$ cat src/rtl/klotski_step_sequencer.sv
// Step sequencer for the Klotski solver: walks a programmable table of tile moves,
// launching the move engine once per step and carrying board and lock mask between steps.
module klotski_step_sequencer #(
  parameter int unsigned SIDE      = 4,
  parameter int unsigned CELL_W    = 4,
  parameter int unsigned MAX_STEPS = 32,
  parameter int unsigned TIMEOUT   = 4096,
  localparam int unsigned N        = SIDE * SIDE,
  localparam int unsigned IdxW     = (N > 1) ? $clog2(N) : 1,
  localparam int unsigned SW       = $clog2(MAX_STEPS + 1),
  localparam int unsigned AddrW    = (MAX_STEPS > 1) ? $clog2(MAX_STEPS) : 1,
  localparam int unsigned EntryW   = 1 + CELL_W + IdxW
) (
  input  logic                  i_clk,
  input  logic                  i_rst_n,
  input  logic                  i_prog_we,
  input  logic [AddrW-1:0]      i_prog_addr,
  input  logic [EntryW-1:0]     i_prog_data,
  input  logic [SW-1:0]         i_num_steps,
  input  logic                  i_start,
  input  logic                  i_abort,
  input  logic [N*CELL_W-1:0]   i_board,
  output logic                  o_eng_start,
  output logic [N*CELL_W-1:0]   o_eng_board,
  output logic [N-1:0]          o_eng_mask,
  output logic [CELL_W-1:0]     o_eng_number,
  output logic [IdxW-1:0]       o_eng_target,
  output logic                  o_eng_flag,
  input  logic                  i_eng_done,
  input  logic                  i_eng_fail,
  input  logic [N*CELL_W-1:0]   i_eng_board,
  input  logic [N-1:0]          i_eng_mask,
  output logic                  o_busy,
  output logic                  o_done,
  output logic                  o_error,
  output logic [1:0]            o_err_code,
  output logic [SW-1:0]         o_step,
  output logic [N*CELL_W-1:0]   o_board
);

  localparam int unsigned WdW = (TIMEOUT > 1) ? $clog2(TIMEOUT) : 1;
  localparam logic [WdW-1:0] WdLast = WdW'((TIMEOUT == 0) ? 0 : TIMEOUT - 1);

  typedef enum logic [1:0] {StIdle, StLaunch, StWait} state_e;

  state_e                state_q, state_d;
  logic [N*CELL_W-1:0]   board_q, board_d;
  logic [N-1:0]          mask_q, mask_d;
  logic [SW-1:0]         step_q, step_d;
  logic [SW-1:0]         num_q, num_d;
  logic [EntryW-1:0]     entry_q, entry_d;
  logic [WdW-1:0]        wd_q, wd_d;
  logic                  done_q, done_d;
  logic                  error_q, error_d;
  logic [1:0]            err_code_q, err_code_d;
  logic [EntryW-1:0]     table_q [MAX_STEPS];

  logic [SW-1:0]         step_inc;
  logic [SW-1:0]         num_clamp;

  assign step_inc  = step_q + SW'(1);
  assign num_clamp = (32'(i_num_steps) > MAX_STEPS) ? SW'(MAX_STEPS) : i_num_steps;

  // Table has no reset: contents are undefined until programmed.
  always_ff @(posedge i_clk) begin
    if (i_prog_we && (state_q == StIdle) && (32'(i_prog_addr) < MAX_STEPS)) begin
      table_q[i_prog_addr] <= i_prog_data;
    end
  end

  always_comb begin
    state_d    = state_q;
    board_d    = board_q;
    mask_d     = mask_q;
    step_d     = step_q;
    num_d      = num_q;
    entry_d    = entry_q;
    wd_d       = wd_q;
    done_d     = 1'b0;
    error_d    = 1'b0;
    err_code_d = err_code_q;
    unique case (state_q)
      StIdle: begin
        if (i_start) begin
          board_d    = i_board;
          mask_d     = '0;
          step_d     = '0;
          num_d      = num_clamp;
          err_code_d = 2'd0;
          if (num_clamp == '0) begin
            done_d = 1'b1;
          end else begin
            state_d = StLaunch;
            entry_d = table_q[0];
          end
        end
      end
      StLaunch: begin
        wd_d    = '0;
        state_d = i_abort ? StIdle : StWait;
      end
      StWait: begin
        // Abort wins over a simultaneous done; nothing is committed.
        if (i_abort) begin
          state_d = StIdle;
        end else if (i_eng_done) begin
          if (i_eng_fail) begin
            error_d    = 1'b1;
            err_code_d = 2'd1;
            state_d    = StIdle;
          end else begin
            board_d = i_eng_board;
            mask_d  = i_eng_mask;
            step_d  = step_inc;
            if (step_inc < num_q) begin
              state_d = StLaunch;
              entry_d = table_q[step_inc[AddrW-1:0]];
            end else begin
              done_d  = 1'b1;
              state_d = StIdle;
            end
          end
        end else if ((TIMEOUT != 0) && (wd_q == WdLast)) begin
          error_d    = 1'b1;
          err_code_d = 2'd2;
          state_d    = StIdle;
        end else begin
          wd_d = wd_q + WdW'(1);
        end
      end
      default: state_d = StIdle;
    endcase
  end

  always_ff @(posedge i_clk or negedge i_rst_n) begin
    if (!i_rst_n) begin
      state_q    <= StIdle;
      board_q    <= '0;
      mask_q     <= '0;
      step_q     <= '0;
      num_q      <= '0;
      entry_q    <= '0;
      wd_q       <= '0;
      done_q     <= 1'b0;
      error_q    <= 1'b0;
      err_code_q <= 2'd0;
    end else begin
      state_q    <= state_d;
      board_q    <= board_d;
      mask_q     <= mask_d;
      step_q     <= step_d;
      num_q      <= num_d;
      entry_q    <= entry_d;
      wd_q       <= wd_d;
      done_q     <= done_d;
      error_q    <= error_d;
      err_code_q <= err_code_d;
    end
  end

  assign o_eng_start  = (state_q == StLaunch);
  assign o_busy       = (state_q != StIdle);
  assign o_eng_board  = board_q;
  assign o_eng_mask   = mask_q;
  assign o_eng_flag   = entry_q[EntryW-1];
  assign o_eng_number = entry_q[IdxW +: CELL_W];
  assign o_eng_target = entry_q[IdxW-1:0];
  assign o_done       = done_q;
  assign o_error      = error_q;
  assign o_err_code   = err_code_q;
  assign o_step       = step_q;
  assign o_board      = board_q;

endmodule

$ cat config.mk
export PLATFORM = sky130hd
export DESIGN_NAME = klotski_step_sequencer
export DESIGN_NICKNAME = d
export VERILOG_FILES = /design/src/rtl/klotski_step_sequencer.sv
export SDC_FILE = /design/constraint.sdc
export NUM_CORES = 1
export LEC_CHECK = 0
export BUFFER_PORTS_ARGS = -buffer_cell sky130_fd_sc_hd__buf_2
export CORE_MARGIN = 3
export CORE_UTILIZATION = 55
export DETAILED_ROUTE_END_ITERATION = 8
export PLACE_DENSITY_LB_ADDON = 0.12
export SETUP_SLACK_MARGIN = 0.05
export SLEW_MARGIN = 20
export SYNTH_ARGS = -nofsm -noshare
export SYNTH_HDL_FRONTEND = slang
export SYNTH_SLANG_ARGS = --single-unit
export TNS_END_PERCENT = 30
$ cat constraint.sdc
create_clock -name i_clk -period 7.8 [get_ports i_clk]
set_input_delay 1.56 -clock i_clk [delete_from_list [all_inputs] [get_ports i_clk]]
set_output_delay 1.56 -clock i_clk [all_outputs]
set_load 0.05 [all_outputs]
; Word level (Yosys, flattened, before mapping)
; Memories as Yosys holds them, arrays and structs flattened.
; Cells that the tools add are included.
[classes]
addsub = 2
order_cmp = 2
eq_ne = 14
n_mux = 56
n_reduce_logical = 12
[ops]
columns = op, count
row1 = $mux W64, 4
row2 = $pmux W64 S2, 1
row3 = $mux W16, 4
row4 = $mux W9, 6
row5 = $mux W12, 3
row6 = $pmux W16 S2, 1
row7 = $mux W6, 5
row8 = $pmux W12 S2, 1
row9 = $mux W2, 11
row10 = $pmux W9 S2, 1
row11 = $ne A2 B2 Y1 const B, 8
row12 = $mux W1, 15
row13 = $add A12 B1 Y12 const B, 1
row14 = $eq A12 B12 Y1 const B, 1
row15 = $pmux W6 S2, 1
row16 = $reduce_and A5 Y1, 2
row17 = $reduce_and A7 Y1, 1
row18 = $add A6 B1 Y6 const B, 1
row19 = $gt A6 B6 Y1 const B, 1
row20 = $logic_not A6 Y1, 1
row21 = $lt A6 B6 Y1, 1
row22 = $ne A3 B3 Y1 const B, 2
row23 = $pmux W2 S3, 1
row24 = $reduce_bool A2 Y1, 3
row25 = other kinds (10), 10
[word_totals]
register_bits = 119
mem_bits_rw = 288
inputBits = 171
output_inout_bits = 165
wordCells = 97
memories = 1
[mem_list]
columns = memory, words, word_bits, read_ports, rd_ports_with_merged_regs, wr, line
row1 = table_q, 32, 9, 2, 0, 1, 56  ; logic [EntryW-1:0] table_q [MAX_STEPS];

; Depth between registers and ports, before layout
; Gate-level depths: netlist of run 1.
[depth]
depth_word = 7
mapped_depth = 13
depth_no_buf = 9

; Least setup slack after synthesis of run 1
; Ideal clock, no wire load.
[synth_timing]
kind = reg2reg
start = reg step_q[1], in the netlist o_step[1]
end = reg entry_q[0]
t_arrival_ns = 2.957
required_time_ns = 7.670
path_slack_ns = 4.713
stages_incl_launch_ff = 14
period_less_slack_ns = 3.087
cell_sequence = dfrtp_1 > ha_1 > buf_4 > xnor2_4 > inv_4 > buf_12 > buf_6 > buf_4 > ha_1 > o2111ai_1 > a31oi_1 > o32ai_4 > buf_2 > a31oi_1
[synth_via]
elab_chain_len = 7
[synth_rtl]
columns = element, line
row1 = start: declaration, 49  ; logic [SW-1:0] step_q, step_d;
row2 = start signal: assignment, 151  ; step_q <= step_d;
row3 = $add A6 B1 Y6 *, 61  ; assign step_inc = step_q + SW'(1);
row4 = $mem_v2 Z32 W9, n/a
row5 = $mux W9, 115  ; if (step_inc < num_q) begin
row6 = $mux W9, 107  ; if (i_eng_fail) begin
row7 = $mux W9, 106  ; end else if (i_eng_done) begin
row8 = $mux W9, 104  ; if (i_abort) begin
row9 = $pmux W9 S2, 82  ; unique case (state_q)
row10 = end signal: assignment, 153  ; entry_q <= entry_d;
row11 = end: declaration, 51  ; logic [EntryW-1:0] entry_q, entry_d;
; Mark *: on every way between the ends. The rest lies on a longest branch, timed or not. The select of a mux whose other input is x is not followed.
; A chain may end at the register's enable or synchronous reset.

; Worst setup path in the final report of run 1
[layout_timing]
start = reg step_q[0], in the netlist o_step[0]
end = reg entry_q[8]
; Same word-level chain as after synthesis.

==> results.py, run 1 <==
metrics = {
    "timing": {
        "max_clock_freq_ghz": 0.2620,
        "finalHoldViolations": 0,
        "drv_slew": 0,
        "relSlewSlack": 0.2464,
        "whs_ns": 0.4957,
        "post-route-min-period_ns": 3.817,
        "tightest_slew_ns": 1.126,
        "setup_tns_ns": 0,
        "rsz0062_at_grt": "no",
        "skew_ns": 0.01838,
        "setup_violations": 0,
        "min_period_over_period": 0.4894,
    },
    "status": {
        "status": "finished clean",
    },
    "cells_and_area": {
        "fillers": 2266,
        "layout-drive-gt1-share": 0.3263,
        "layout-area-overhead-vs-synth_pct": 15.97,
        "fin_nets": 1612,
    },
    "setup_path": {
        "worst-path-buf-inv": 1,
        "critPathTopFamily": "compound AO/OA/AOI/OAI gates",
        "worstPathArrival_ns": 4.17,
        "critPathMaxStageDelay_ns": 0.66,
        "startpoint": "o_step[0]",
        "crit_slowest_cell": "xnor2_4",
        "path_class": "flop to flop",
        "r2r-start": "o_step[0]",
        "start_kind": "flop",
        "crit_path_end_kind": "flop",
        "crit_chain": "ha_2 > xnor2_4 > inv_4 > ha_1 > o2111ai_1 > a31oi_1 > o32ai_4 > a31oi_1",
        "cp_max_fo": 67,
        "worst_r2r_path_depth": 8,
        "worst-path-stages": 8,
        "cp-endpoint": "entry_q[8]",
        "r2r_slack_ns": 3.98,
        "r2r-end": "entry_q[8]",
        "cp.required_ns": 8.15,
        "cp_common_cell": "a31oi_1",
    },
    "routing": {
        "routed_wl_mm": 44.63,
        "first_iter_violations": 979,
        "vias": 10860,
        "avgRoutedWirePerCell_um": 23.88,
        "via_per_inst": 5.809,
        "drc_errors": 0,
        "dr.pass1.iters": 5,
        "ant_nets": 0,
    },
    "die": {
        "dieArea_mm2": 0.03392,
        "start_util": 0.5648,
        "core_mm2": 0.03091,
        "io_pins": 336,
        "die_w_um": 184.2,
        "rows": 64,
        "die_height_um": 184.2,
    },
    "clock_tree": {
        "clockBufferDepth": 3,
        "cts_resized": 0,
        "clock-sinks": 407,
        "clk_pin_slew_ns": 0.06,
        "cts_setup_buffers": 0,
        "worstSkewPairLatency_ns": 0.53,
        "tritoncts": "built",
        "cts-root-buf": "clkbuf_16",
        "numCtsBuffers": 41,
        "htree_num_levels": 2,
        "cts_hold_buf": 0,
    },
    "grt": {
        "antenna_found_initial": 10,
        "grt_max_degree": 106,
        "gr-usage-all-layers": 0.2564,
        "grt_pass1_wl_mm": 65.16,
        "overflow": 0,
        "grt_pass1_vias": 10630,
    },
    "logic_synthesis": {
        "syn_avg_cell_area_um2": 14.78,
        "synthFlopType": "edfxtp_1",
        "syn_inst": 1181,
        "ys_ff_latch": 407,
        "synth_warnings": 0,
        "synth_fp_nets": 1359,
        "yosysSeqAreaShare": 0.6659,
        "ys_async_sr_fraction": 0.2924,
        "synth-edff-count": 288,
        "synth.distinct_cells": 58,
        "netlist_area_mm2": 0.01746,
    },
    "place": {
        "portBuffers": 335,
        "dpl.hpwl_mm": 30.30,
        "place_congestion": 0.8221,
    },
    "power": {
        "p_per_area_mw_per_mm2": 302.8,
        "ir_drop_uv": 249.2,
        "p_leak_uw": 0.007764,
    },
    "flow_run": {
        "cap_violations": 0,
    },
    "hold_path": {
        "hp-class": "flop to flop",
    },
}
-- cells in the mapped netlist (2+ instances only) --
library cell / instances / area (um^2)
a2111oi_0: 7 / 61.31
a2111oi_2: 7 / 105.1
a21oi_1: 6 / 30.03
a22o_1: 19 / 166.4
a22oi_1: 9 / 67.56
a31oi_1: 10 / 62.56
a32o_1: 6 / 60.06
and2_1: 3 / 18.77
and3_1: 2 / 12.51
and4_1: 2 / 17.52
buf_12: 2 / 40.04
buf_2: 27 / 135.1
buf_4: 69 / 518.0
buf_6: 7 / 78.83
clkbuf_1: 21 / 78.83
clkbuf_4: 2 / 15.01
dfrtp_1: 119 / 2978
edfxtp_1: 288 / 8648
ha_1: 7 / 87.58
inv_1: 11 / 41.29
mux2i_1: 99 / 991.0
mux4_2: 54 / 1216
nand2_1: 128 / 480.5
nand2b_1: 8 / 50.05
nand3_1: 36 / 180.2
nand3b_1: 3 / 22.52
nand4_1: 13 / 81.33
nor2_1: 63 / 236.5
nor2b_1: 18 / 112.6
nor3_1: 4 / 20.02
o21ai_0: 80 / 400.4
o21ai_1: 5 / 25.02
o31ai_1: 9 / 67.56
or3_1: 4 / 25.02
xnor2_1: 4 / 35.03
xor2_1: 7 / 61.31
-- cells by family (layout without fill, tap and decap cells) --
family                     after synthesis  after routing  share of synthesized area
buffers and inverters                  144            428                    0.05389
DFF                                    407            407                     0.6659
xor gates and xnor gates                12             12                   0.007095
and+or+nand+nor                        289            289                    0.07475
muxes                                  154            154                     0.1271
adders and majority gates                7              7                   0.005016
other                                    0              8                          0
AOI/OAI and AO/OA                      168            168                    0.06629
-- where the power goes --
| group | switching (uW) | internal [uW] |
|---|---|---|
| clock | 797 | 1250 |
| sequential | 132 | 2460 |
| combinational | 1180 | 310 |
| total | 2110 | 4020 |
-- worst min-delay path by stage --
stage	startpoint	end	slack (ns)	depth (start not counted)
after floorplan	num_q[0]	num_q[0]	0.44	2
after global placement	num_q[3]	num_q[3]	0.48	2
after detailed placement	o_eng_mask[2]	o_eng_mask[2]	0.48	1
after CTS	wd_q[6]	wd_q[6]	0.50	1
after global routing	o_eng_mask[0]	o_eng_mask[0]	0.52	1
final	wd_q[6]	wd_q[6]	0.50	1
-- layer usage --
| metal | GRT usage | vias up | routed length, um |
|---|---|---|---|
| li1 | - | 4894 | - |
| met1 | 0.3556 | 5423 | 18070 |
| met2 | 0.4052 | 463 | 21520 |
| met3 | 0.05190 | 75 | 3485 |
| met4 | 0.1019 | 2 | 1534 |
| met5 | 0 | - | 15 |
-- registers in the layout, summed over array words and instances (netlist names) --
name        flops
o_err_code      2
o_error         1
o_done          1
entry_q         9
state_q         2
num_q           6
o_board        64
wd_q           12
o_step          6
table_q       288
o_eng_mask     16
-- layout make-up --
type                    count  area (um^2)  share of cell area
flip-flops and latches    407        11630              0.5744
multi-input cells         630         4913              0.2427
repair buffers            341         1724             0.08515
clock buffers              50         1122             0.05543
well taps                 396        495.5             0.02447
clock inverters            24        291.5             0.01440
inverters                  13        51.30            0.002534
diodes                      8        20.02           0.0009887
-- stage by stage --
stage	utilization	setup WS (ns)	total power [uW]	cells	instance area, um^2
5_1_grt	0.6550	3.723	6331	1868	20250
2_1_floorplan	-	4.713	3826	1181	17460
3_5_place_dp	0.6087	3.865	4130	1787	18810
6_report	0.6551	3.983	6132	1869	20250
3_3_place_gp	0.6087	3.986	4113	1787	18810
4_1_cts	0.6544	3.959	6171	1861	20230
-- layout by cell type (no fill, tap or decap), types with 3 or more instances in the layout --
cell type	synthesis	routed
a21oi_1	6	6
mux4_2	54	54
a22oi_1	9	9
diode_2	0	8
a32o_1	6	6
nor2_1	63	63
o21ai_1	5	4
nand3b_1	3	3
xnor2_1	4	4
clkbuf_16	0	43
a2111oi_0	7	7
clkinv_2	0	8
and2_1	3	3
nand3_1	36	36
o31ai_1	9	9
edfxtp_1	288	288
nand2b_1	8	8
nor2b_1	18	17
buf_2	27	334
clkbuf_1	21	5
buf_4	69	7
nor3_1	4	4
a31oi_1	10	10
dfrtp_1	119	118
o21ai_0	80	80
mux2i_1	99	99
or3_1	4	4
xor2_1	7	7
inv_1	11	11
ha_1	7	6
bufinv_16	0	7
nand2_1	128	128
a2111oi_2	7	7
a22o_1	19	19
nand4_1	13	13
clkinv_1	0	7
No activity file was read; power rests on OpenSTA's default activity.
==> inputs of run 2 (changes only) <==
ABC_AREA = 1   (was unset)
clock period = 3.9 ns   (was 7.8 ns; I/O delays follow)
==> results.py, run 2 <==
metrics = {
    "logic_synthesis": {
        "syn_avg_cell_area_um2": 9.863,
        "ys_async_sr_fraction": 0.2924,
        "synth_common_cells": "nand2_1, edfxtp_1, nand3_1",
        "yosysSeqAreaShare": 0.6344,
        "synthFlopType": "edfxtp_1",
        "synth-compound-area-share": 0.04690,
        "synthXorXnorAreaFrac": 0.005872,
        "yosys.area.top_type": "edfxtp_1",
        "yosys-mux-area-fraction": 0,
        "synth-edff-count": 288,
        "synth_warnings": 0,
        "synth_fp_nets": 2036,
        "synthTopCellsByArea": "edfxtp_1, dfrtp_1, nand2_1, nand3_1, nor2_1",
        "synth_fa_ha_area_frac": 0.004779,
        "yosys.area_share.simple": 0.2256,
        "synth_top_family_by_area": "simple AND/OR/NAND/NOR gates",
        "syn_inst": 1858,
        "synth.distinct_cells": 39,
        "yosysMostFrequentCell": "nand2_1",
        "netlist_area_mm2": 0.01833,
        "ys_ff_latch": 407,
        "synth_top_area_frac": 0.4719,
    },
    "timing": {
        "drv_slew": 0,
        "skew_ns": 0.006812,
        "post-route-min-period_ns": 2.883,
        "setup_ws_ns": 1.017,
        "rsz0062_at_grt": "no",
        "tightest_slew_ns": 1.145,
        "setup_tns_ns": 0,
        "finalHoldViolations": 0,
        "relSlewSlack": 0.2368,
        "setup_violations": 0,
        "max_clock_freq_ghz": 0.3469,
        "min_period_over_period": 0.7392,
    },
    "setup_path": {
        "worstPathArrival_ns": 2.10,
        "critPathMaxStageDelay_ns": 0.68,
        "cp.required_ns": 3.12,
        "cp_max_fo": 82,
        "crit_slowest_cell": "buf_4",
        "crit_path_end_kind": "output pin",
        "start_kind": "flop",
        "path_class": "flop to output pin",
        "crit_chain": "buf_4 > buf_2",
    },
    "grt": {
        "met1_usage": 0.3952,
        "busiest_layer": "met2",
        "gr-usage-all-layers": 0.2851,
        "met2_usage": 0.4533,
        "grt_max_degree": 87,
        "met3_usage": 0.05302,
        "overflow": 0,
        "grt_pass1_vias": 13300,
        "antenna_found_initial": 5,
        "grt_pass1_wl_mm": 77.98,
    },
    "die": {
        "dieArea_mm2": 0.03555,
        "start_util": 0.5604,
        "core_mm2": 0.03270,
        "rows": 66,
        "die_height_um": 188.5,
        "die_w_um": 188.5,
        "io_pins": 336,
    },
    "power": {
        "p_leak_uw": 0.009239,
        "ir_drop_uv": 1306,
        "power_uw": 15420,
        "p_per_area_mw_per_mm2": 727.9,
    },
    "place": {
        "portBuffers": 335,
        "dpl.hpwl_mm": 34.25,
        "dpl_cell_area_mm2": 0.01980,
        "dp_cells": 2503,
        "preCtsSetupSlack_ns": 0.8700,
        "place_congestion": 0.9268,
    },
    "cells_and_area": {
        "final_common_cell": "nand2_1",
        "finalNonFillerCells": 2585,
        "fin_nets": 2285,
        "layout-drive-gt1-share": 0.2121,
        "regMostFlops": "table_q",
        "largest_reg_flops": 288,
        "final_cell_mix": "nand2_1, buf_2, edfxtp_1",
        "layout-area-overhead-vs-synth_pct": 15.58,
        "final_area_mm2": 0.02118,
        "fillers": 2658,
    },
    "clock_tree": {
        "clockBufferDepth": 3,
        "cts_resized": 0,
        "worstSkewPairLatency_ns": 0.54,
        "numCtsBuffers": 43,
        "clock-sinks": 407,
        "cts_hold_buf": 0,
        "htree_num_levels": 2,
        "tritoncts": "built",
        "cts-root-buf": "clkbuf_16",
        "cts_setup_buffers": 0,
        "clk_pin_slew_ns": 0.06,
    },
    "routing": {
        "dr.pass1.iters": 6,
        "vias": 14150,
        "drc_errors": 0,
        "first_iter_violations": 1319,
        "via_per_inst": 5.473,
        "avgRoutedWirePerCell_um": 20.23,
        "routed_wl_mm": 52.31,
        "ant_nets": 0,
    },
    "flow_run": {
        "cap_violations": 0,
    },
    "status": {
        "status": "finished clean",
    },
    "hold_path": {
        "hp-class": "input pin to asynchronous set/reset pin",
    },
}
==> run 2: cell types whose count changed after synthesis, sizes merged, moves of 14 or more <==
| cell | change |
|---|---|
| nand2 | +476 |
| buf | +17 |
| nor2 | +116 |
| a2111oi | -14 |
| mux2i | -99 |
| nand3 | +172 |
| mux4 | -54 |
| o21ai | -63 |
| nor2b | -18 |
| inv | +130 |
| a31oi | +53 |
==> run 2: per-stage QoR <==
stage | util | hold WS, ns
floorplan | - | 0.4436
global placement | 0.6056 | 0.4734
detailed placement | 0.6056 | 0.4808
CTS | 0.6467 | 0.3527
global route | 0.6476 | 0.3870
finish | 0.6477 | 0.3482
==> run 2: final cells by class <==
| cell class | instances | area, um^2 | share of cell area |
|---|---|---|---|
| Timing Repair Buffer | 360 | 1912 | 0.09026 |
| Antenna cell | 3 | 7.507 | 0.0003544 |
| Clock buffer | 69 | 1296 | 0.06120 |
| Inverter | 143 | 543.0 | 0.02564 |
| Clock inverter | 9 | 47.55 | 0.002245 |
| Multi-Input combinational cell | 1152 | 5192 | 0.2451 |
| Sequential cell | 407 | 11630 | 0.5491 |
| Tap cell | 442 | 553.0 | 0.02611 |
==> run 2: kinds of logic after synthesis <==
kind of cell,after synthesis
xor gates and xnor gates,8
adders and majority gates,7
AOI/OAI and AO/OA,132
DFF,407
buffers and inverters,299
and+or+nand+nor,1005
==> run 2: where the power goes <==
part,switching [uW],leakage (uW),internal (uW)
Sequential,505,0.00403,5140
Clock,1610,0.000655,2270
Combinational,4660,0.00456,1240
==> run 2: per-layer routing <==
metal	vias to the layer above	routed length, um
met5	-	44
met4	6	2005
met3	112	4691
met2	710	24510
met1	6727	21060
li1	6592	-
==> run 2: critical path: cells and delay by family (launching register included) <==
family	cells	cell delay (ns)
DFF	1	0.46
buffers and inverters	2	1.08
==> run 2: final timing paths <==
check	start	end	slack, ns	cells after the start
max	o_step[0]	o_step[0]	1.02	2
min	i_rst_n	o_board[38]	0.35	1
max reg2reg	state_q[1]	table_q[0][8]	1.17	5
min reg2reg	o_err_code[1]	o_err_code[1]	0.50	2
max in group asynchronous	i_rst_n	o_step[0]	2.74	2
min in group i_clk	i_eng_done	o_err_code[1]	0.44	2
==> inputs of run 3 (changes only) <==
clock period = 3 ns   (was 3.9 ns; I/O delays follow)
==> results.py, run 3 (same netlist as run 2, synthesis figures left out) <==
metrics = {
    "status": {
        "status": "finished clean",
    },
    "flow_run": {
        "cap_violations": 0,
    },
    "timing": {
        "tightest_slew_ns": 0.7735,
        "setup_violations": 0,
        "relSlewSlack": 0.4843,
        "finalHoldViolations": 0,
        "whs_ns": 0.2498,
        "post-route-min-period_ns": 2.660,
        "skew_ns": 0.01611,
        "setup_tns_ns": 0,
        "drv_slew": 0,
        "max_clock_freq_ghz": 0.3759,
        "rsz0062_at_grt": "no",
        "min_period_over_period": 0.8868,
    },
    "clock_tree": {
        "clk_pin_slew_ns": 0.06,
        "cts_setup_buffers": 0,
        "numCtsBuffers": 43,
        "cts_hold_buf": 1,
        "tritoncts": "built",
        "clock-sinks": 407,
        "cts_resized": 0,
        "htree_num_levels": 2,
        "cts-root-buf": "clkbuf_16",
        "worstSkewPairLatency_ns": 0.55,
        "clockBufferDepth": 3,
    },
    "setup_path": {
        "cp.required_ns": 3.43,
        "cp_max_fo": 17,
        "crit_path_end_kind": "flop",
        "path_class": "flop to flop",
        "worstPathArrival_ns": 3.09,
        "r2r_slack_ns": 0.34,
        "start_kind": "flop",
    },
    "die": {
        "die_height_um": 188.5,
        "rows": 66,
        "io_pins": 336,
        "core_mm2": 0.03270,
        "die_w_um": 188.5,
        "start_util": 0.5604,
        "dieArea_mm2": 0.03555,
    },
    "cells_and_area": {
        "layout-drive-gt1-share": 0.2281,
        "final_area_mm2": 0.02151,
        "layout-area-overhead-vs-synth_pct": 17.38,
        "fin_nets": 2322,
        "fillers": 2638,
        "final_common_cell": "nand2_1",
        "largest_reg_flops": 288,
        "regMostFlops": "table_q",
        "final_cell_mix": "nand2_1, buf_2, edfxtp_1",
    },
    "routing": {
        "drc_errors": 0,
        "routed_wl_mm": 51.69,
        "avgRoutedWirePerCell_um": 19.70,
        "via_per_inst": 5.388,
        "vias": 14140,
        "ant_nets": 0,
        "first_iter_violations": 1302,
        "dr.pass1.iters": 5,
    },
    "place": {
        "place_congestion": 0.8833,
        "dpl_cell_area_mm2": 0.02013,
        "dpl.hpwl_mm": 34.55,
        "portBuffers": 335,
    },
    "power": {
        "p_leak_uw": 0.009463,
        "p_per_area_mw_per_mm2": 942.6,
        "ir_drop_uv": 1834,
    },
    "hold_path": {
        "hp-class": "input pin to flop",
    },
    "grt": {
        "gr-usage-all-layers": 0.2854,
        "grt_pass1_wl_mm": 78.65,
        "grt_pass1_vias": 13370,
        "overflow": 0,
        "grt_max_degree": 146,
        "antenna_found_initial": 3,
    },
}
run 3: worst max-delay path, stage by stage (launching register included):
cell	delay, ns
dfrtp_4	0.55
ha_2	0.33
nand3_1	0.12
xor2_1	0.21
inv_2	0.13
ha_1	0.32
nand4_1	0.07
o21bai_1	0.16
nand3_1	0.10
nand2_1	0.07
nand2_2	0.21
inv_4	0.11
nor2_1	0.13
a21oi_2	0.04
run 3: final cells by class:
| type | instances | area, um^2 | area share |
|---|---|---|---|
| Sequential cell | 407 | 11630 | 0.5406 |
| Multi-Input combinational cell | 1152 | 5192 | 0.2414 |
| Timing Repair Buffer | 397 | 2222 | 0.1033 |
| Clock buffer | 56 | 1160 | 0.05392 |
| Tap cell | 442 | 553.0 | 0.02571 |
| Inverter | 143 | 543.0 | 0.02524 |
| Clock inverter | 24 | 203.9 | 0.009481 |
| Antenna cell | 3 | 7.507 | 0.0003490 |
run 3: routing by layer:
| layer | up-vias | GRT usage | share of wire |
|---|---|---|---|
| met5 | - | 0 | 0.00052 |
| met3 | 77 | 0.04800 | 0.081 |
| met1 | 6755 | 0.4040 | 0.41 |
| li1 | 6674 | - | - |
| met2 | 629 | 0.4601 | 0.48 |
| met4 | 4 | 0.08450 | 0.026 |
run 3: report_power, final:
part | total [uW] | leakage [uW] | switching, uW | internal, uW
logic | 7790 | 0.00476 | 6100 | 1680
registers | 7340 | 0.00403 | 664 | 6670
clock network | 5150 | 0.000680 | 2160 | 2990
total | 20300 | 0.00946 | 8920 | 11400
run 3: stage by stage:
stage               total power, uW    util  setup WS, ns  std cells
finish                        20280  0.6578        0.3396       2624
floorplan                     13530       -        0.2603       1858
global placement              15130  0.6156        0.3797       2540
global route                  21110  0.6576       0.08171       2621
CTS                           20360  0.6576        0.3345       2621
detailed placement            15190  0.6156        0.3493       2540
run 3: worst paths after layout:
path / from / end / cells past startpoint
hold reg to reg: o_err_code[0] / o_err_code[0] / 2
setup reg to reg: o_step[0] / entry_q[8] / 13
max in group asynchronous: i_rst_n / wd_q[5] / 3
setup / recovery: o_step[0] / entry_q[8] / 13
hold / removal: i_eng_done / o_err_code[1] / 2
min in group asynchronous: i_rst_n / o_board[31] / 2
